==> src/rtl/psum_dequant_accumulator_if.sv <==
// Handshake bundle between the PE MAC datapath / GLB psum read port and the
// psum dequant-accumulator, plus its output channel toward the requantizer.
interface psum_dequant_accumulator_if;
  logic signed [7:0]  prev_in;
  logic               prev_in_valid;
  logic               prev_in_ready;
  logic signed [15:0] psum_in;
  logic               psum_in_valid;
  logic               psum_in_ready;
  logic signed [20:0] data_out;
  logic               data_out_valid;
  logic               data_out_ready;
  logic               group_done;

  modport master (
    output prev_in, prev_in_valid, psum_in, psum_in_valid, data_out_ready,
    input  prev_in_ready, psum_in_ready, data_out, data_out_valid, group_done
  );

  modport slave (
    input  prev_in, prev_in_valid, psum_in, psum_in_valid, data_out_ready,
    output prev_in_ready, psum_in_ready, data_out, data_out_valid, group_done
  );
endinterface

==> src/rtl/psum_dequant_accumulator.sv <==
// Accumulates up to ACC_MAX signed 16-bit partial sums onto a 21-bit grid,
// optionally seeded with a reloaded 8-bit psum shifted back by DQ_SHIFT so it
// lines up with the bits the requantizer keeps.
module psum_dequant_accumulator #(
  parameter int ACC_MAX  = 6,
  parameter int DQ_SHIFT = 12
) (
  input  logic                      clk,
  input  logic                      rst,
  input  logic [2:0]                cfg_acc_num,
  input  logic                      cfg_load_prev,
  psum_dequant_accumulator_if.slave dq
);

  typedef enum logic [1:0] {S_SEED, S_ACC, S_OUT} state_t;

  localparam logic [2:0] ACC_MAX_3 = 3'(ACC_MAX);

  state_t             state, state_nxt;
  logic [2:0]         num_q;
  logic               load_prev_q;
  logic [2:0]         cnt;
  logic signed [20:0] acc;
  logic signed [20:0] seed;
  logic signed [21:0] sum_wide;
  logic               prev_rdy, psum_rdy;
  logic               prev_xfer, psum_xfer, out_xfer, last_psum;

  // 0 means one psum; anything above ACC_MAX is clamped to ACC_MAX
  function automatic logic [2:0] eff_num(input logic [2:0] n);
    if (n == 3'd0) return 3'd1;
    if (n > ACC_MAX_3) return ACC_MAX_3;
    return n;
  endfunction

  // Clamp a 22-bit intermediate sum into the signed 21-bit range
  function automatic logic signed [20:0] sat21(input logic signed [21:0] x);
    if (x > 22'sh0FFFFF) return 21'h0FFFFF;
    if (x < 22'sh300000) return 21'h100000;
    return x[20:0];
  endfunction

  assign seed      = 21'(dq.prev_in) <<< DQ_SHIFT;
  assign sum_wide  = 22'(acc) + 22'(dq.psum_in);
  assign prev_xfer = prev_rdy && dq.prev_in_valid;
  assign psum_xfer = psum_rdy && dq.psum_in_valid;
  assign out_xfer  = (state == S_OUT) && dq.data_out_ready;
  assign last_psum = (cnt == num_q - 3'd1);

  // State register
  always_ff @(posedge clk) begin
    if (rst) state <= S_SEED;
    else     state <= state_nxt;
  end

  // Next-state decode
  always_comb begin
    state_nxt = state;
    case (state)
      S_SEED: if (!load_prev_q || prev_xfer) state_nxt = S_ACC;
      S_ACC:  if (psum_xfer && last_psum)    state_nxt = S_OUT;
      S_OUT:  if (out_xfer)                  state_nxt = S_SEED;
      default:                               state_nxt = S_SEED;
    endcase
  end

  // Outputs and readies decoded from state only (never from their own valid)
  always_comb begin
    prev_rdy          = (state == S_SEED) && load_prev_q && !rst;
    psum_rdy          = (state == S_ACC);
    dq.prev_in_ready  = prev_rdy;
    dq.psum_in_ready  = psum_rdy;
    dq.data_out_valid = (state == S_OUT);
    dq.data_out       = acc;
    dq.group_done     = out_xfer;
  end

  // Seed, accumulate, and capture the next group's config as S_SEED is entered
  always_ff @(posedge clk) begin
    if (rst) begin
      acc         <= '0;
      cnt         <= '0;
      num_q       <= eff_num(cfg_acc_num);
      load_prev_q <= cfg_load_prev;
    end else begin
      case (state)
        S_SEED: begin
          if (!load_prev_q) begin
            acc <= '0;
            cnt <= '0;
          end else if (prev_xfer) begin
            acc <= seed;
            cnt <= '0;
          end
        end
        S_ACC: begin
          if (psum_xfer) begin
            acc <= sat21(sum_wide);
            cnt <= last_psum ? 3'd0 : cnt + 3'd1;
          end
        end
        S_OUT: begin
          if (out_xfer) begin
            num_q       <= eff_num(cfg_acc_num);
            load_prev_q <= cfg_load_prev;
          end
        end
        default: ;
      endcase
    end
  end

endmodule

==> src/flat_wrapper.sv <==
// flat-port wrapper written by rule: the top's interface ports become plain ports
module psum_dequant_accumulator_flat 
#(
  parameter int ACC_MAX  = 6,
  parameter int DQ_SHIFT = 12
)
  (clk, rst, cfg_acc_num, cfg_load_prev, dq_prev_in, dq_prev_in_valid, dq_psum_in, dq_psum_in_valid, dq_data_out_ready, dq_prev_in_ready, dq_psum_in_ready, dq_data_out, dq_data_out_valid, dq_group_done);
  psum_dequant_accumulator_if dq_i ();
  input  logic clk;
  input  logic rst;
  input  logic [2:0] cfg_acc_num;
  input  logic cfg_load_prev;
  input wire logic [$bits(dq_i.prev_in)-1:0] dq_prev_in;
  input wire logic [$bits(dq_i.prev_in_valid)-1:0] dq_prev_in_valid;
  input wire logic [$bits(dq_i.psum_in)-1:0] dq_psum_in;
  input wire logic [$bits(dq_i.psum_in_valid)-1:0] dq_psum_in_valid;
  input wire logic [$bits(dq_i.data_out_ready)-1:0] dq_data_out_ready;
  output wire logic [$bits(dq_i.prev_in_ready)-1:0] dq_prev_in_ready;
  output wire logic [$bits(dq_i.psum_in_ready)-1:0] dq_psum_in_ready;
  output wire logic [$bits(dq_i.data_out)-1:0] dq_data_out;
  output wire logic [$bits(dq_i.data_out_valid)-1:0] dq_data_out_valid;
  output wire logic [$bits(dq_i.group_done)-1:0] dq_group_done;
  assign dq_i.prev_in = dq_prev_in;
  assign dq_i.prev_in_valid = dq_prev_in_valid;
  assign dq_i.psum_in = dq_psum_in;
  assign dq_i.psum_in_valid = dq_psum_in_valid;
  assign dq_i.data_out_ready = dq_data_out_ready;
  assign dq_prev_in_ready = dq_i.prev_in_ready;
  assign dq_psum_in_ready = dq_i.psum_in_ready;
  assign dq_data_out = dq_i.data_out;
  assign dq_data_out_valid = dq_i.data_out_valid;
  assign dq_group_done = dq_i.group_done;
  psum_dequant_accumulator #(.ACC_MAX(ACC_MAX), .DQ_SHIFT(DQ_SHIFT)) u_core (.clk(clk), .rst(rst), .cfg_acc_num(cfg_acc_num), .cfg_load_prev(cfg_load_prev), .dq(dq_i));
endmodule
==> config.mk <==
export PLATFORM = sky130hd
export DESIGN_NAME = psum_dequant_accumulator_flat
export DESIGN_NICKNAME = d
export VERILOG_FILES = /design/src/rtl/psum_dequant_accumulator_if.sv /design/src/rtl/psum_dequant_accumulator.sv /design/src/flat_wrapper.sv
export SDC_FILE = /design/constraint.sdc
export NUM_CORES = 1
export LEC_CHECK = 0
export BUFFER_PORTS_ARGS = -buffer_cell sky130_fd_sc_hd__buf_2
export CAP_MARGIN = 20
export CORE_MARGIN = 5
export CORE_UTILIZATION = 50
export CTS_CLUSTER_SIZE = 10
export DETAILED_ROUTE_END_ITERATION = 12
export PLACE_DENSITY_LB_ADDON = 0.2
export REMOVE_ABC_BUFFERS = 1
export SLEW_MARGIN = 10
export SYNTH_ARGS = -nofsm -noshare
export SYNTH_HDL_FRONTEND = slang
export SYNTH_SLANG_ARGS = --single-unit
==> constraint.sdc <==
create_clock -name clk -period 6.5 [get_ports clk]
set_input_delay 1.3 -clock clk [delete_from_list [all_inputs] [get_ports clk]]
set_output_delay 1.3 -clock clk [all_outputs]
set_load 0.02 [all_outputs]
==> results.json, run 1 <==
{
  "avgRoutedWirePerCell_um": 13.9,
  "synth_ff_type": "dfxtp_1",
  "clockRootBuffer": "clkbuf_8",
  "die-area_um2": 6550,
  "clkSinkCount": 30,
  "grt_usage_pct": 19.4,
  "syn_area_per_cell_um2": 8.19,
  "ys_ff_latch": 30,
  "syn_inst": 307,
  "diodes": 0,
  "max-slew-margin-rel_pct": 48.2,
  "finalCritPeriodShare_pct": 57.9,
  "synth_edf_count": 4,
  "clock_skew_ps": 7.06,
  "fmax_mhz": 266,
  "final-max-slew-violation-count": 0,
  "holdBufCountCts": 0,
  "postRouteWirelength_mm": 5.98,
  "vias": 2354,
  "synthesis.area_um2": 2510,
  "post-cts-setup-buffers": 0,
  "dieWidth_um": 80.9,
  "dp_slack_ps": 2430,
  "setup_tns_ps": 0,
  "ant_nets": 0,
  "hold_class": "reg -> reg",
  "clk_path_buf_depth": 2,
  "synthArstFlopShare_pct": 0,
  "powerDensity_nw_per_um2": 244,
  "crit_required_ps": 6710,
  "cp-end-kind": "flip-flop",
  "drc": 0,
  "grt_pass1_vias": 2225,
  "grt_pass1_wl_mm": 10.1,
  "htreeDepth": 2,
  "rsz0062_at_grt": "false",
  "ys_seq_area_share_pct": 25.5,
  "rows": 25,
  "drive_gt1_share_pct": 24.6,
  "cts_inserted_buffers": 5,
  "status": "completed",
  "cts.clk_slew.worst_paths_ps": 70,
  "leakage_nw": 1.39,
  "die_y_um": 80.9,
  "worst_pin_slew_ps": 774,
  "overflow": 0,
  "layout_min_cycle_time_ps": 3760,
  "antenna_found_initial": 0,
  "syn2layout_area_growth_pct": 16.6,
  "cts_tree": "yes",
  "setup_viol": 0,
  "power_mw": 0.716,
  "finalWeightedCongestion": 0.908,
  "grt_max_degree": 20,
  "dp_hpwl_mm": 4.82,
  "nets": 418,
  "viasPerCell": 5.49,
  "crit_path_max_fanout": 11,
  "critPathArrivalTime_ps": 3980,
  "synth_cell_types": 62,
  "ctsResizeCount": 0,
  "peakVddDrop_v": 0.000105,
  "regToRegSetupSlack_ps": 3460,
  "maxCapViolCount": 0,
  "drtIter0Drc": 101,
  "first_pass_iters": 4,
  "synth_warnings": 0,
  "start_util_pct": 52.2,
  "path_class": "in -> reg",
  "num_io_pins": 58,
  "port_buffers": 57,
  "hold_viol": 0,
  "clk_latency_ps": 290,
  "worst_setup_path_start_kind": "input pin",
  "fp.coreArea_um2": 4820,
  "fin_ws_ps": 2740
}
state kept, by name, summed over array words and instances (netlist names):
| register | flops |
|---|---|
| u_core.cnt | 3 |
| u_core.state | 2 |
| u_core.dq.data_out | 21 |
| u_core.load_prev_q | 1 |
| u_core.num_q | 3 |
worst max-delay path, stage by stage:
cell	delay (ps)
buf_2	80
ha_1	150
inv_1	50
fa_1	410
nor2b_1	180
o2111ai_1	190
a21oi_2	220
o21ba_2	180
o21ai_1	100
a221oi_4	560
nand2_2	320
o211ai_1	240
final timing paths:
path | startpoint | to | cells after the start
worst max register to register | u_core.dq.data_out[0] | u_core.dq.data_out[3] | 11
worst max-delay path | dq_psum_in[0] | u_core.dq.data_out[3] | 12
worst min register to register | u_core.dq.data_out[0] | u_core.dq.data_out[0] | 2
worst min-delay path | u_core.dq.data_out[0] | u_core.dq.data_out[0] | 2
per-stage QoR:
stage	cells	util [%]	area, um2	hold WS, ps
after floorplan	296	-	2470	500
after global placement	421	59.2	2850	453
after detailed placement	421	59.2	2850	461
after CTS	429	60.9	2930	471
after global routing	429	60.9	2930	502
final	429	60.9	2930	466
Yosys cell counts, types with 2 or more instances:
cell type / n / area (um2)
nor2_1: 25 / 93.8
xnor2_1: 12 / 105
o21bai_1: 3 / 22.5
xor2_1: 10 / 87.6
ha_1: 23 / 288
inv_1: 17 / 63.8
a21o_1: 8 / 60.1
edfxtp_1: 4 / 120
o22ai_1: 2 / 12.5
o211ai_1: 3 / 22.5
o211ai_2: 7 / 87.6
o21ai_1: 5 / 25.0
and2_1: 3 / 18.8
nor3_1: 5 / 25.0
dfxtp_1: 26 / 521
nand3_1: 8 / 40.0
clkbuf_1: 8 / 30.0
o21a_1: 2 / 15.0
a22oi_1: 4 / 30.0
o21ai_0: 13 / 65.1
nor2b_1: 8 / 50.1
nand2_1: 32 / 120
a22o_1: 2 / 17.5
nand4_1: 5 / 31.3
or2_2: 2 / 12.5
a31oi_1: 3 / 18.8
a211oi_1: 5 / 37.5
nand2b_1: 5 / 31.3
a21oi_1: 24 / 120
kinds of logic after synthesis:
family / Yosys count / synth area share, %
simple gates: 104 / 20.7
buf+inv: 28 / 4.38
mux: 2 / 0.995
xor+xnor: 22 / 7.66
flops: 30 / 25.5
compound gates: 97 / 28.5
fa+ha+maj: 24 / 12.2
where the power goes:
part           switching (mW)  internal, mW
clock network          0.0725        0.0735
registers              0.0196         0.212
logic                   0.203         0.135
metal layers:
layer	global-route usage, %	share of wire (%)	vias up
met4	5.57	0.94	0
met5	0	0	-
met1	25.5	47	1081
met2	32.6	47	48
li1	-	-	1220
met3	3.22	5.1	5
cells in the final DEF, fill, tap and decap left out, types with 2 or more instances in the layout:
| cell | count |
|---|---|
| a211oi_1 | 5 |
| a21o_1 | 8 |
| a21oi_1 | 24 |
| a22o_1 | 2 |
| a22oi_1 | 4 |
| a31oi_1 | 3 |
| and2_1 | 3 |
| buf_2 | 57 |
| clkbuf_8 | 5 |
| dfxtp_1 | 26 |
| edfxtp_1 | 4 |
| ha_1 | 23 |
| inv_1 | 17 |
| nand2_1 | 32 |
| nand2b_1 | 5 |
| nand3_1 | 8 |
| nand4_1 | 5 |
| nor2_1 | 25 |
| nor2b_1 | 8 |
| nor3_1 | 4 |
| o211ai_1 | 3 |
| o211ai_2 | 7 |
| o21a_1 | 2 |
| o21ai_0 | 13 |
| o21ai_1 | 5 |
| o21bai_1 | 3 |
| o22ai_1 | 2 |
| or2_2 | 2 |
| xnor2_1 | 12 |
| xor2_1 | 10 |
cell type report:
| cell class | count | area, um2 |
|---|---|---|
| fillers | 478 | 1890 |
| multi-input cells | 249 | 1770 |
| flip-flops and latches | 30 | 641 |
| repair buffers | 58 | 293 |
| well taps | 67 | 83.8 |
| clock buffers | 6 | 72.6 |
| inverters | 17 | 63.8 |
| clock inverters | 2 | 8.76 |
Power figures use the tool's default switching activity.
==> inputs of run 2 (changes only) <==
Settings changed: ABC_AREA from default to 1.
Clock period 6.5 ns to 3.9 ns, I/O delays scaled along.
==> results.json, run 2 <==
{
  "intPower_mw": 0.662,
  "dp_hpwl_mm": 5.80,
  "multiInputGateArea_um2": 1950,
  "final_common_cell": "nand2_1",
  "synth_common_cells": "nand2_1, inv_1, nand3_1",
  "final_cell_mix": "nand2_1, inv_1, buf_2",
  "path_cells": "buf_2 -> ha_1 -> inv_1 -> fa_1 -> inv_1 -> nand3_1 -> nand2_1 -> nand3b_4 -> nand4_1 -> nand2_4 -> inv_4 -> nand2_4 -> nand2_1 -> nor2_1 -> nor2_1 -> nor2_1",
  "yosys-top-cells-area": "dfxtp_1, nand2_1, ha_1, inv_1, nand3_1",
  "clock_power_share_pct": 21.4,
  "synth_edf_count": 4,
  "rsz0062_at_grt": "false",
  "power.net_switching_mw": 0.518,
  "avgRoutedWirePerCell_um": 12.6,
  "drive_gt1_share_pct": 19.6,
  "synth_area_leader_cell": "dfxtp_1",
  "synthArstFlopShare_pct": 0,
  "antenna_found_initial": 0,
  "die_y_um": 86.2,
  "path_class": "in -> reg",
  "clockRootBuffer": "clkbuf_8",
  "dp.cells": 570,
  "peakVddDrop_v": 0.000222,
  "synth_most_common_cell": "nand2_1",
  "drc": 0,
  "cts_tree": "yes",
  "dieWidth_um": 86.2,
  "cts.clk_slew.worst_paths_ps": 70,
  "hold_viol": 0,
  "viasPerCell": 5.13,
  "finalWeightedCongestion": 0.922,
  "grt_max_degree": 20,
  "synth_cell_types": 39,
  "hold_ws_ps": 486,
  "regArea_um2": 641,
  "cp-end-kind": "flip-flop",
  "vias": 2963,
  "start_util_pct": 52.0,
  "rows": 27,
  "maxCapViolCount": 0,
  "syn2layout_area_growth_pct": 14.2,
  "overflow": 0,
  "drtIter0Drc": 159,
  "holdBufCountCts": 0,
  "worst_pin_slew_ps": 604,
  "stdcell_count": 578,
  "setup_tns_ps": 0,
  "pwr-share-seq_pct": 31.3,
  "post-route-util_pct": 59.4,
  "first_pass_iters": 4,
  "fmax_mhz": 386,
  "max-slew-margin-rel_pct": 59.5,
  "ant_nets": 0,
  "hold_class": "reg -> reg",
  "htreeDepth": 2,
  "cts_inserted_buffers": 5,
  "crit_required_ps": 4080,
  "leakage_nw": 1.90,
  "regToRegSetupSlack_ps": 1510,
  "grt_pass1_wl_mm": 12.5,
  "synth_warnings": 0,
  "final-max-slew-violation-count": 0,
  "clk_path_buf_depth": 2,
  "powerDensity_nw_per_um2": 356,
  "pwr-share-comb_pct": 47.3,
  "crit_slowest_cell": "fa_1",
  "synthesis.area_um2": 2900,
  "layout_min_cycle_time_ps": 2590,
  "syn_area_per_cell_um2": 6.47,
  "nFillCells": 570,
  "nets": 562,
  "port_buffers": 57,
  "ys_seq_area_share_pct": 22.1,
  "cpMostUsedCell": "nor2_1",
  "largest_reg_flops": 21,
  "setup_viol": 0,
  "fp.coreArea_um2": 5570,
  "ctsResizeCount": 0,
  "syn_inst": 448,
  "critPathArrivalTime_ps": 2770,
  "num_io_pins": 58,
  "postRouteWirelength_mm": 7.26,
  "ys_ff_latch": 30,
  "crit_path_max_fanout": 14,
  "grt_usage_pct": 20.4,
  "grt_pass1_vias": 2915,
  "slowest_delay_ps": 400,
  "clock_skew_ps": 5.00,
  "clk_latency_ps": 290,
  "diodes": 0,
  "synth_ff_type": "dfxtp_1",
  "synth_top_cell_area_share_pct": 17.9,
  "die-area_um2": 7420,
  "worst_setup_path_start_kind": "input pin",
  "clkSinkCount": 30,
  "swShare_pct": 43.9,
  "post-cts-setup-buffers": 0,
  "finalCritPeriodShare_pct": 66.3,
  "status": "completed"
}
-- run 2: cell count changes after synthesis, sizes merged, moves of 6 or more --
cell | previous run | this run
a21oi | 25 | 32
clkbuf | 9 | 2
a21o | 9 | 2
a211oi | 6 | 0
nor2 | 26 | 38
nor2b | 8 | 0
nand2 | 33 | 143
o21ai | 18 | 12
nand3 | 9 | 46
o211ai | 10 | 0
inv | 17 | 64
-- run 2: power by group through the flow --
stage | clock, mW | combinational [mW] | sequential (mW)
after floorplan | 0 | 0.392 | 0.401
after global placement | 0 | 0.549 | 0.375
after detailed placement | 0 | 0.554 | 0.375
after CTS | 0.263 | 0.557 | 0.369
after global routing | 0.279 | 0.629 | 0.373
final | 0.252 | 0.558 | 0.369
-- run 2: critical path: cells and delay by family --
family	cells	cell delay, ps
and+or+nand+nor	10	1130
adders and majority gates	2	560
buffers and inverters	4	300
-- run 2: layout make-up --
cell class,count,share of cell area (%)
clock buffer,5,2.08
clock inverter,3,0.491
inverter,65,7.52
multi-input combinational,344,58.8
sequential,30,19.3
tap,72,2.72
timing repair buffer,59,9.06
-- run 2: routing by layer --
metal	vias up	part of all wire (%)	routed length (um)	global-route usage (%)
met3	7	6.7	487	3.46
li1	1546	-	-	-
met5	-	0	0	0
met4	0	0.90	65	4.60
met1	1325	46	3350	25.7
met2	85	46	3360	36.0
-- run 2: logic make-up (layout without fill, tap and decap cells) --
| group | Yosys count | after routing | synth area share (%) |
|---|---|---|---|
| compound gates | 56 | 56 | 10.7 |
| buf+inv | 74 | 132 | 10.7 |
| mux | 1 | 1 | 0.345 |
| simple gates | 245 | 245 | 40.0 |
| fa+ha+maj | 24 | 24 | 10.6 |
| flops | 30 | 30 | 22.1 |
| xor+xnor | 18 | 18 | 5.44 |
-- run 2: path summary, 6_finish.rpt --
path	start	end	cells past startpoint
max reg2reg	u_core.dq.data_out[0]	u_core.dq.data_out[17]	15
max	dq_psum_in[0]	u_core.dq.data_out[17]	16
min reg2reg	u_core.dq.data_out[2]	u_core.dq.data_out[2]	2
min	u_core.dq.data_out[2]	u_core.dq.data_out[2]	2
-- run 2: through the flow --
step	instance area, um2	total power, mW	worst slack (ps)
after detailed placement	3230	0.929	1010
after CTS	3310	1.19	1320
after floorplan	2840	0.793	907
after global routing	3310	1.28	1140
final	3310	1.18	1310
after global placement	3230	0.924	1100
